==> config.mk <==
export PLATFORM = sky130hd
export DESIGN_NAME = bit_serial_adder_flat
export DESIGN_NICKNAME = d
export VERILOG_FILES = /design/src/rtl/bit_serial_adder_if.sv /design/src/rtl/bit_serial_adder.sv /design/src/flat_wrapper.sv
export SDC_FILE = /design/constraint.sdc
export NUM_CORES = 1
export LEC_CHECK = 0
export CAP_MARGIN = 20
export CORE_MARGIN = 4
export CORE_UTILIZATION = 65
export DETAILED_ROUTE_END_ITERATION = 10
export DONT_BUFFER_PORTS = 1
export PLACE_DENSITY = 0.77
export SLEW_MARGIN = 20
export SYNTH_ARGS = -nofsm -noshare
export SYNTH_HDL_FRONTEND = slang
export SYNTH_SLANG_ARGS = --single-unit
==> constraint.sdc <==
create_clock -name clk -period 2.4 [get_ports clk]
set_input_delay 0.48 -clock clk [delete_from_list [all_inputs] [get_ports clk]]
set_output_delay 0.48 -clock clk [all_outputs]
set_load 0.01 [all_outputs]
==> src/rtl/bit_serial_adder_if.sv <==
// Valid/ready bus for bit_serial_adder.
//
// Groups the operand handshake (in_valid/in_ready, a, b, cin), the result
// handshake (out_valid/out_ready, sum, cout) and the busy status flag.
//   master : producer/consumer side; drives operands and out_ready.
//   slave  : adder side; drives in_ready, busy, out_valid, sum, cout.
interface bit_serial_adder_if #(
  parameter int unsigned WIDTH = 8
) ();

  logic             in_valid;
  logic             in_ready;
  logic [WIDTH-1:0] a;
  logic [WIDTH-1:0] b;
  logic             cin;
  logic             busy;
  logic             out_valid;
  logic             out_ready;
  logic [WIDTH-1:0] sum;
  logic             cout;

  modport master (
    output in_valid,
    output a,
    output b,
    output cin,
    output out_ready,
    input  in_ready,
    input  busy,
    input  out_valid,
    input  sum,
    input  cout
  );

  modport slave (
    input  in_valid,
    input  a,
    input  b,
    input  cin,
    input  out_ready,
    output in_ready,
    output busy,
    output out_valid,
    output sum,
    output cout
  );

endinterface

==> src/rtl/bit_serial_adder.sv <==
// Bit-serial WIDTH-bit adder.
//
// A single one-bit full-adder cell is stepped over the operands LSB first,
// one bit per clock, with the carry held in a register between bits. Operands
// and carry-in are captured when accepted; the result {cout, sum} is
// registered and held until the consumer takes it.
//
// Ports:
//   clk    : rising-edge clock
//   rst_n  : asynchronous active-low reset
//   bus    : slave side of bit_serial_adder_if
//            in_valid/in_ready/a/b/cin  operand handshake (accepted in IDLE)
//            busy                       high while bits are being added
//            out_valid/out_ready        result handshake (offered in DONE)
//            sum/cout                   registered result a + b + cin
//
// Throughput: one result every WIDTH+2 cycles at best (accept, WIDTH RUN
// edges, one DONE edge). WIDTH must be at least 2.
module bit_serial_adder #(
  parameter int unsigned WIDTH = 8
) (
  input logic                 clk,
  input logic                 rst_n,
  bit_serial_adder_if.slave   bus
);

  localparam int unsigned CntW = $clog2(WIDTH);
  // Only the upper WIDTH-1 partial-sum bits are ever read back: the bit that
  // would sit at position 0 is shifted out on the final edge unused.
  localparam int unsigned PartW = WIDTH - 1;

  typedef enum logic [1:0] {
    StIdle,
    StRun,
    StDone
  } state_e;

  state_e            state_q, state_d;
  logic [WIDTH-1:0]  a_sr_q, a_sr_d;
  logic [WIDTH-1:0]  b_sr_q, b_sr_d;
  logic [PartW-1:0]  s_sr_q, s_sr_d;
  logic              carry_q, carry_d;
  logic [CntW-1:0]   cnt_q, cnt_d;
  logic [WIDTH-1:0]  sum_q, sum_d;
  logic              cout_q, cout_d;

  // The one full-adder cell.
  logic fa_s;
  logic fa_c;

  always_comb begin
    fa_s = a_sr_q[0] ^ b_sr_q[0] ^ carry_q;
    fa_c = (a_sr_q[0] & b_sr_q[0]) | (a_sr_q[0] & carry_q) | (b_sr_q[0] & carry_q);
  end

  // Next-state logic.
  always_comb begin
    state_d = state_q;
    a_sr_d  = a_sr_q;
    b_sr_d  = b_sr_q;
    s_sr_d  = s_sr_q;
    carry_d = carry_q;
    cnt_d   = cnt_q;
    sum_d   = sum_q;
    cout_d  = cout_q;

    unique case (state_q)
      StIdle: begin
        if (bus.in_valid) begin
          a_sr_d  = bus.a;
          b_sr_d  = bus.b;
          carry_d = bus.cin;
          cnt_d   = '0;
          state_d = StRun;
        end
      end

      StRun: begin
        a_sr_d  = {1'b0, a_sr_q[WIDTH-1:1]};
        b_sr_d  = {1'b0, b_sr_q[WIDTH-1:1]};
        // New bit enters at the top; the oldest partial bit drops off.
        s_sr_d  = PartW'({fa_s, s_sr_q} >> 1);
        carry_d = fa_c;
        cnt_d   = cnt_q + CntW'(1);
        if (cnt_q == CntW'(WIDTH - 1)) begin
          sum_d   = {fa_s, s_sr_q};
          cout_d  = fa_c;
          state_d = StDone;
        end
      end

      StDone: begin
        if (bus.out_ready) begin
          state_d = StIdle;
        end
      end

      default: begin
        // Unused encoding: fall back to a safe idle state.
        state_d = StIdle;
      end
    endcase
  end

  always_ff @(posedge clk or negedge rst_n) begin
    if (!rst_n) begin
      state_q <= StIdle;
      a_sr_q  <= '0;
      b_sr_q  <= '0;
      s_sr_q  <= '0;
      carry_q <= 1'b0;
      cnt_q   <= '0;
      sum_q   <= '0;
      cout_q  <= 1'b0;
    end else begin
      state_q <= state_d;
      a_sr_q  <= a_sr_d;
      b_sr_q  <= b_sr_d;
      s_sr_q  <= s_sr_d;
      carry_q <= carry_d;
      cnt_q   <= cnt_d;
      sum_q   <= sum_d;
      cout_q  <= cout_d;
    end
  end

  // Status decoded straight from the state register: no input-to-output path.
  assign bus.in_ready  = (state_q == StIdle);
  assign bus.busy      = (state_q == StRun);
  assign bus.out_valid = (state_q == StDone);
  assign bus.sum       = sum_q;
  assign bus.cout      = cout_q;

endmodule

==> src/flat_wrapper.sv <==
// flat-port wrapper written by rule: the top's interface ports become plain ports
module bit_serial_adder_flat 
#(
  parameter int unsigned WIDTH = 8
)
  (clk, rst_n, bus_in_valid, bus_a, bus_b, bus_cin, bus_out_ready, bus_in_ready, bus_busy, bus_out_valid, bus_sum, bus_cout);
  bit_serial_adder_if #(.WIDTH(WIDTH)) bus_i ();
  input logic clk;
  input logic rst_n;
  input wire logic [$bits(bus_i.in_valid)-1:0] bus_in_valid;
  input wire logic [$bits(bus_i.a)-1:0] bus_a;
  input wire logic [$bits(bus_i.b)-1:0] bus_b;
  input wire logic [$bits(bus_i.cin)-1:0] bus_cin;
  input wire logic [$bits(bus_i.out_ready)-1:0] bus_out_ready;
  output wire logic [$bits(bus_i.in_ready)-1:0] bus_in_ready;
  output wire logic [$bits(bus_i.busy)-1:0] bus_busy;
  output wire logic [$bits(bus_i.out_valid)-1:0] bus_out_valid;
  output wire logic [$bits(bus_i.sum)-1:0] bus_sum;
  output wire logic [$bits(bus_i.cout)-1:0] bus_cout;
  assign bus_i.in_valid = bus_in_valid;
  assign bus_i.a = bus_a;
  assign bus_i.b = bus_b;
  assign bus_i.cin = bus_cin;
  assign bus_i.out_ready = bus_out_ready;
  assign bus_in_ready = bus_i.in_ready;
  assign bus_busy = bus_i.busy;
  assign bus_out_valid = bus_i.out_valid;
  assign bus_sum = bus_i.sum;
  assign bus_cout = bus_i.cout;
  bit_serial_adder #(.WIDTH(WIDTH)) u_core (.clk(clk), .rst_n(rst_n), .bus(bus_i));
endmodule
==> flow_metrics.tcl, run 1 <==
set metrics [dict create \
    p_per_area_nw_per_um2 1308 \
    finalCriticalPeriod_ns 2.025 \
    worstPathRequired_ns 1.92 \
    cpPeakStageDelay_ns 0.64 \
    gp_congestion 0.7779 \
    synth_seq_cells 38 \
    cts_buffers 5 \
    path_max_fanout 19 \
    grt_max_degree 39 \
    endpoint_kind "primary output" \
    syn_area_sq_um 1727 \
    antenna_cells 0 \
    fmax_mhz 493.8 \
    dpl.hpwl_um 2069 \
    ys_seq_area_frac 0.5507 \
    status "complete, no violations" \
    drt_wl_total_um 2979 \
    areaGrowthSynthToFinish_pct 5.435 \
    postLayoutCoreUtil 0.7282 \
    grt_pass1_vias 935 \
    min_path_type "input pin to flip-flop" \
    criticalPathCategory "flip-flop to primary output" \
    drv_cap 0 \
    yosysMostFrequentCell "dfrtp_1" \
    cts_sinks 38 \
    antenna_found_initial 0 \
    drt-wirelength-per-cell_um 18.16 \
    fillers 183 \
    timing.rr.end "u_core.s_sr_q[4]" \
    grt_usage 0.1920 \
    tns_ns 0 \
    seqCellArea_sq_um 950.9 \
    cts_tree "built" \
    post-cts-setup-buffers 0 \
    netlist.area_leader.share 0.5507 \
    crit_end "bus_busy" \
    ant_nets 0 \
    drt-vias-per-instance 6.195 \
    cts.clk_slew.worst_paths_ns 0.10 \
    max-slew-margin-rel 0.6524 \
    drive_gt1_frac 0.2761 \
    final_nets 157 \
    yosysTopAreaCell "dfrtp_1" \
    worstPathCellList "nand2b_1 > inv_2" \
    ir_worst_vdd_mv 0.8168 \
    syn_avg_cell_area_sq_um 13.18 \
    start_util 0.6907 \
    ff2ff_setup_slack_ns 0.71 \
    holdWs_ns 0.2347 \
    synth.distinct_cells 28 \
    timing.critical_path.from "u_core.state_q[1]" \
    placed_cells 154 \
    fp.dieH_um 59.54 \
    drt_iter0_markers 46 \
    rows 18 \
    syn-num-nets 155 \
    p_leak_nw 0.7874 \
    slowest_stage "dfrtp_1" \
    overflow 0 \
    dr.pass1.iters 4 \
    drcViolationCount 0 \
    yosys-top-cells-count "dfrtp_1 (38), mux2_2 (16), inv_1 (9)" \
    htree_num_levels 2 \
    fin_crit_sh 0.8439 \
    worst_pin_slew_ns 0.5194 \
    clockBufferDepth 2 \
    arrival_ns 1.55 \
    io_pins 33 \
    setup_viol 0 \
    clock_skew_ns 0.002941 \
    dieArea_sq_um 3545 \
    drv_slew 0 \
    multiInputGateArea_sq_um 674.4 \
    ys_warn_count 0 \
    root_buffer "clkbuf_4" \
    syn_inst 131 \
    stdcell_count 164 \
    start_kind "flip-flop" \
    grt_setup_unrepaired "no" \
    synth_edf_count 0 \
    grt_pass1_wl_um 4857 \
    synth_area_leaders "dfrtp_1 (55%), mux2_2 (10%), o221a_2 (4.6%), or4b_1 (4.1%), nor3b_1 (3.0%)" \
    r2r_start "u_core.state_q[1]" \
    clk_latency_ns 0.34 \
    p_total_mw 2.382 \
    hold_violations 0 \
    vias 1016 \
    coreArea_sq_um 2500 \
    synthArstFlopShare 1.000 \
    r2r_cells 3 \
    die_width_um 59.54 \
    ys.flop_type "dfrtp_1" \
    io_buffer_count 0 \
]
-- where the power goes --
| part | switching, mW | internal (mW) |
|---|---|---|
| Sequential | 0.245 | 0.949 |
| Combinational | 0.373 | 0.477 |
| Clock | 0.196 | 0.142 |
| Total | 0.814 | 1.57 |
-- metrics by stage --
| stage | area (sq um) | worst slack [ns] |
|---|---|---|
| after global routing | 1821 | 0.2034 |
| after global placement | 1730 | 0.7287 |
| after CTS | 1821 | 0.3596 |
| after floorplan | 1727 | 0.9322 |
| final | 1821 | 0.3747 |
| after detailed placement | 1730 | 0.7231 |
-- sequential cells by signal, indices dropped and copies added (netlist names) --
name             count
u_core.carry_q       1
u_core.b_sr_q        8
u_core.bus.sum       8
u_core.s_sr_q        7
u_core.a_sr_q        8
u_core.bus.cout      1
u_core.cnt_q         3
u_core.state_q       2
-- routing by layer --
metal	wire, um	share of wire	global-route usage
met2	1276	0.43	0.2480
met5	0	0	0
met1	1422	0.48	0.2845
met4	44	0.015	0.06646
met3	236	0.079	0.08497
-- worst max-delay path: cells and delay by family (launching register included) --
kind	cells	cell delay (ns)
AND/OR/NAND/NOR	1	0.40
buffers and inverters	1	0.17
flip-flops	1	0.64
-- layout make-up --
cell class,instances,share of cell area
well taps,30,0.02062
flip-flops and latches,38,0.5223
inverters,10,0.02062
multi-input cells,72,0.3704
clock buffers,7,0.03024
clock inverters,1,0.002749
repair buffers,6,0.03299
-- timing repair --
action                                  in CTS  in global routing
endpoints found under the setup margin       0                  0
gates resized for setup                      0                  0
hold buffers                                 2                  0
endpoints found under the hold margin       38                  0
-- cells by family after synthesis --
family | synth area share
adder cells (fa/ha/maj) | 0.02609
flip-flops | 0.5507
AO/OA/AOI/OAI | 0.1210
multiplexers | 0.1101
buffers and inverters | 0.05869
AND/OR/NAND/NOR | 0.1333
-- how the worst min path moves through the flow --
stage,depth (start not counted),to,start
after floorplan,0,u_core.a_sr_q[0],rst_n
after global placement,0,u_core.b_sr_q[4],rst_n
after detailed placement,0,u_core.b_sr_q[4],rst_n
after CTS,1,u_core.state_q[1],bus_out_ready
after global routing,1,u_core.state_q[1],bus_out_ready
final,1,u_core.state_q[1],bus_out_ready
-- cell usage in the layout (no fill, tap or decap), drive strengths merged, types with 2 or more instances in the layout --
master | synthesis | final
dfrtp | 38 | 38
mux2 | 16 | 16
inv | 10 | 10
or4b | 7 | 7
o221a | 7 | 7
nor3b | 7 | 7
clkbuf | 3 | 7
nor4b | 6 | 6
a211oi | 6 | 6
buf | 8 | 5
nand2b | 4 | 4
a22o | 2 | 2
nor2b | 2 | 2
a222oi | 2 | 2
ha | 2 | 2
Power figures use the tool's default switching activity.
==> inputs of run 2 (changes only) <==
CORE_UTILIZATION = 61   (was 65)
PLACE_DENSITY = 0.73   (was 0.77)
clock period = 2.05 ns   (was 2.4 ns; I/O delays follow)
==> flow_metrics.tcl, run 2 (same netlist as run 1, synthesis figures left out) <==
set metrics [dict create \
    post_cts_resized 0 \
    antenna_cells 0 \
    placed_cells 156 \
    fmax_mhz 527.4 \
    areaGrowthSynthToFinish_pct 5.942 \
    path_max_fanout 19 \
    power.internal_mw 1.847 \
    drv_cap 0 \
    io_buffer_count 0 \
    drt-vias-per-instance 6.410 \
    ant_nets 0 \
    p_per_area_nw_per_um2 1554 \
    root_buffer "clkbuf_4" \
    grt_pass1_vias 1103 \
    grt_max_degree 39 \
    cts_buffers 5 \
    grt_pass1_wl_um 5375 \
    dpl.hpwl_um 2303 \
    drcViolationCount 0 \
    dr.pass1.iters 6 \
    tns_ns 0 \
    hold_violations 0 \
    rows 19 \
    clock_skew_ns 0.006534 \
    endpoint_kind "primary output" \
    drt_wl_total_um 3266 \
    clockBufferDepth 2 \
    finalCriticalPeriod_ns 1.896 \
    comb_power_share 0.370 \
    ir_worst_vdd_mv 0.9808 \
    min_path_type "input pin to flip-flop" \
    coreArea_sq_um 2734 \
    fillers 214 \
    drt-wirelength-per-cell_um 19.67 \
    antenna_found_initial 0 \
    overflow 0 \
    cts_tree "built" \
    start_kind "flip-flop" \
    arrival_ns 1.49 \
    drive_gt1_frac 0.2815 \
    p_seq_frac 0.490 \
    criticalPathCategory "flip-flop to primary output" \
    htree_num_levels 2 \
    p_clk_frac 0.140 \
    gp_congestion 0.7294 \
    post-cts-setup-buffers 0 \
    drt_iter0_markers 98 \
    stdcell_count 166 \
    cts.clk_slew.worst_paths_ns 0.10 \
    start_util 0.6316 \
    final_cell_mix "dfrtp_1 (38), mux2_2 (16), inv_1 (9)" \
    swShare 0.3503 \
    cts_sinks 38 \
    io_pins 33 \
    clk_latency_ns 0.34 \
    p_leak_nw 0.7926 \
    drv_slew 0 \
    holdBufCountCts 2 \
    fp.dieH_um 61.21 \
    setup_viol 0 \
    ff2ff_setup_slack_ns 0.36 \
    switchingPower_mw 0.9961 \
    grt_setup_unrepaired "no" \
    final_nets 158 \
    final_common_cell "dfrtp_1" \
    status "complete, no violations" \
    worst_pin_slew_ns 0.4922 \
    fin_crit_sh 0.9250 \
    max-slew-margin-rel 0.6706 \
    vias 1064 \
    worstPathRequired_ns 1.64 \
    dieArea_sq_um 3746 \
    die_width_um 61.21 \
    grt_usage 0.2036 \
]
-- run 2: cell types whose count changed in the layout (fill, tap and decap cells not counted), sizes merged --
| cell | delta |
|---|---|
| buf | +1 |
-- run 2: layout make-up --
cell class / count / area, sq um / area share
Inverter: 10 / 37.54 / 0.02052
Sequential cell: 38 / 950.9 / 0.5198
Tap cell: 31 / 38.79 / 0.02120
Timing Repair Buffer: 7 / 67.56 / 0.03694
Clock inverter: 1 / 5.005 / 0.002736
Multi-Input combinational cell: 72 / 674.4 / 0.3687
Clock buffer: 7 / 55.05 / 0.03010
-- run 2: power by group through the flow --
stage | clock network [mW] | logic [mW] | registers, mW
6_report | 0.398 | 1.05 | 1.39
5_1_grt | 0.445 | 1.16 | 1.44
4_1_cts | 0.408 | 1.07 | 1.40
3_5_place_dp | 0 | 1.04 | 1.41
3_3_place_gp | 0 | 0.975 | 1.39
2_1_floorplan | 0 | 0.875 | 1.32
-- run 2: worst max-delay path: stages (launching register included) --
cell and delay [ns]:
dfrtp_1 0.50, buf_4 0.24, nor2_1 0.40
-- run 2: through the flow --
step           utilization  power (mW)  setup WS [ns]  hold WS, ns  cell area, sq um
2_1_floorplan            -       2.193         0.5822       0.1144              1727
5_1_grt             0.6691       3.051        0.03081       0.1405              1829
4_1_cts             0.6691       2.869         0.1472       0.1641              1829
3_3_place_gp        0.6362       2.363         0.4431       0.1153              1739
6_report            0.6691       2.844         0.1537       0.1646              1829
3_5_place_dp        0.6362       2.450         0.3522       0.1155              1739
-- run 2: path summary, 6_finish.rpt --
check / start / end / depth (start not counted)
worst max-delay path: u_core.state_q[0] / bus_in_ready / 2
worst min-delay path: bus_out_ready / u_core.state_q[1] / 1
worst max register to register: u_core.cnt_q[0] / u_core.bus.sum[5] / 4
worst min register to register: u_core.cnt_q[0] / u_core.cnt_q[0] / 1
max in group asynchronous: rst_n / u_core.s_sr_q[4] / 2
min in group asynchronous: rst_n / u_core.b_sr_q[4] / 2
-- run 2: routing by layer --
metal	vias up	track usage	part of all wire	routed length [um]
met2	29	0.3006	0.48	1557
met5	-	0	0	0
met4	0	0.05573	0.010	34
met1	537	0.2741	0.43	1409
li1	493	-	-	-
met3	5	0.09015	0.081	265
==> inputs of run 3 (changes only) <==
CAP_MARGIN = 25   (was 20)
==> results of run 3 <==
The final DEF is identical to that of run 2; final timing and power are the same.
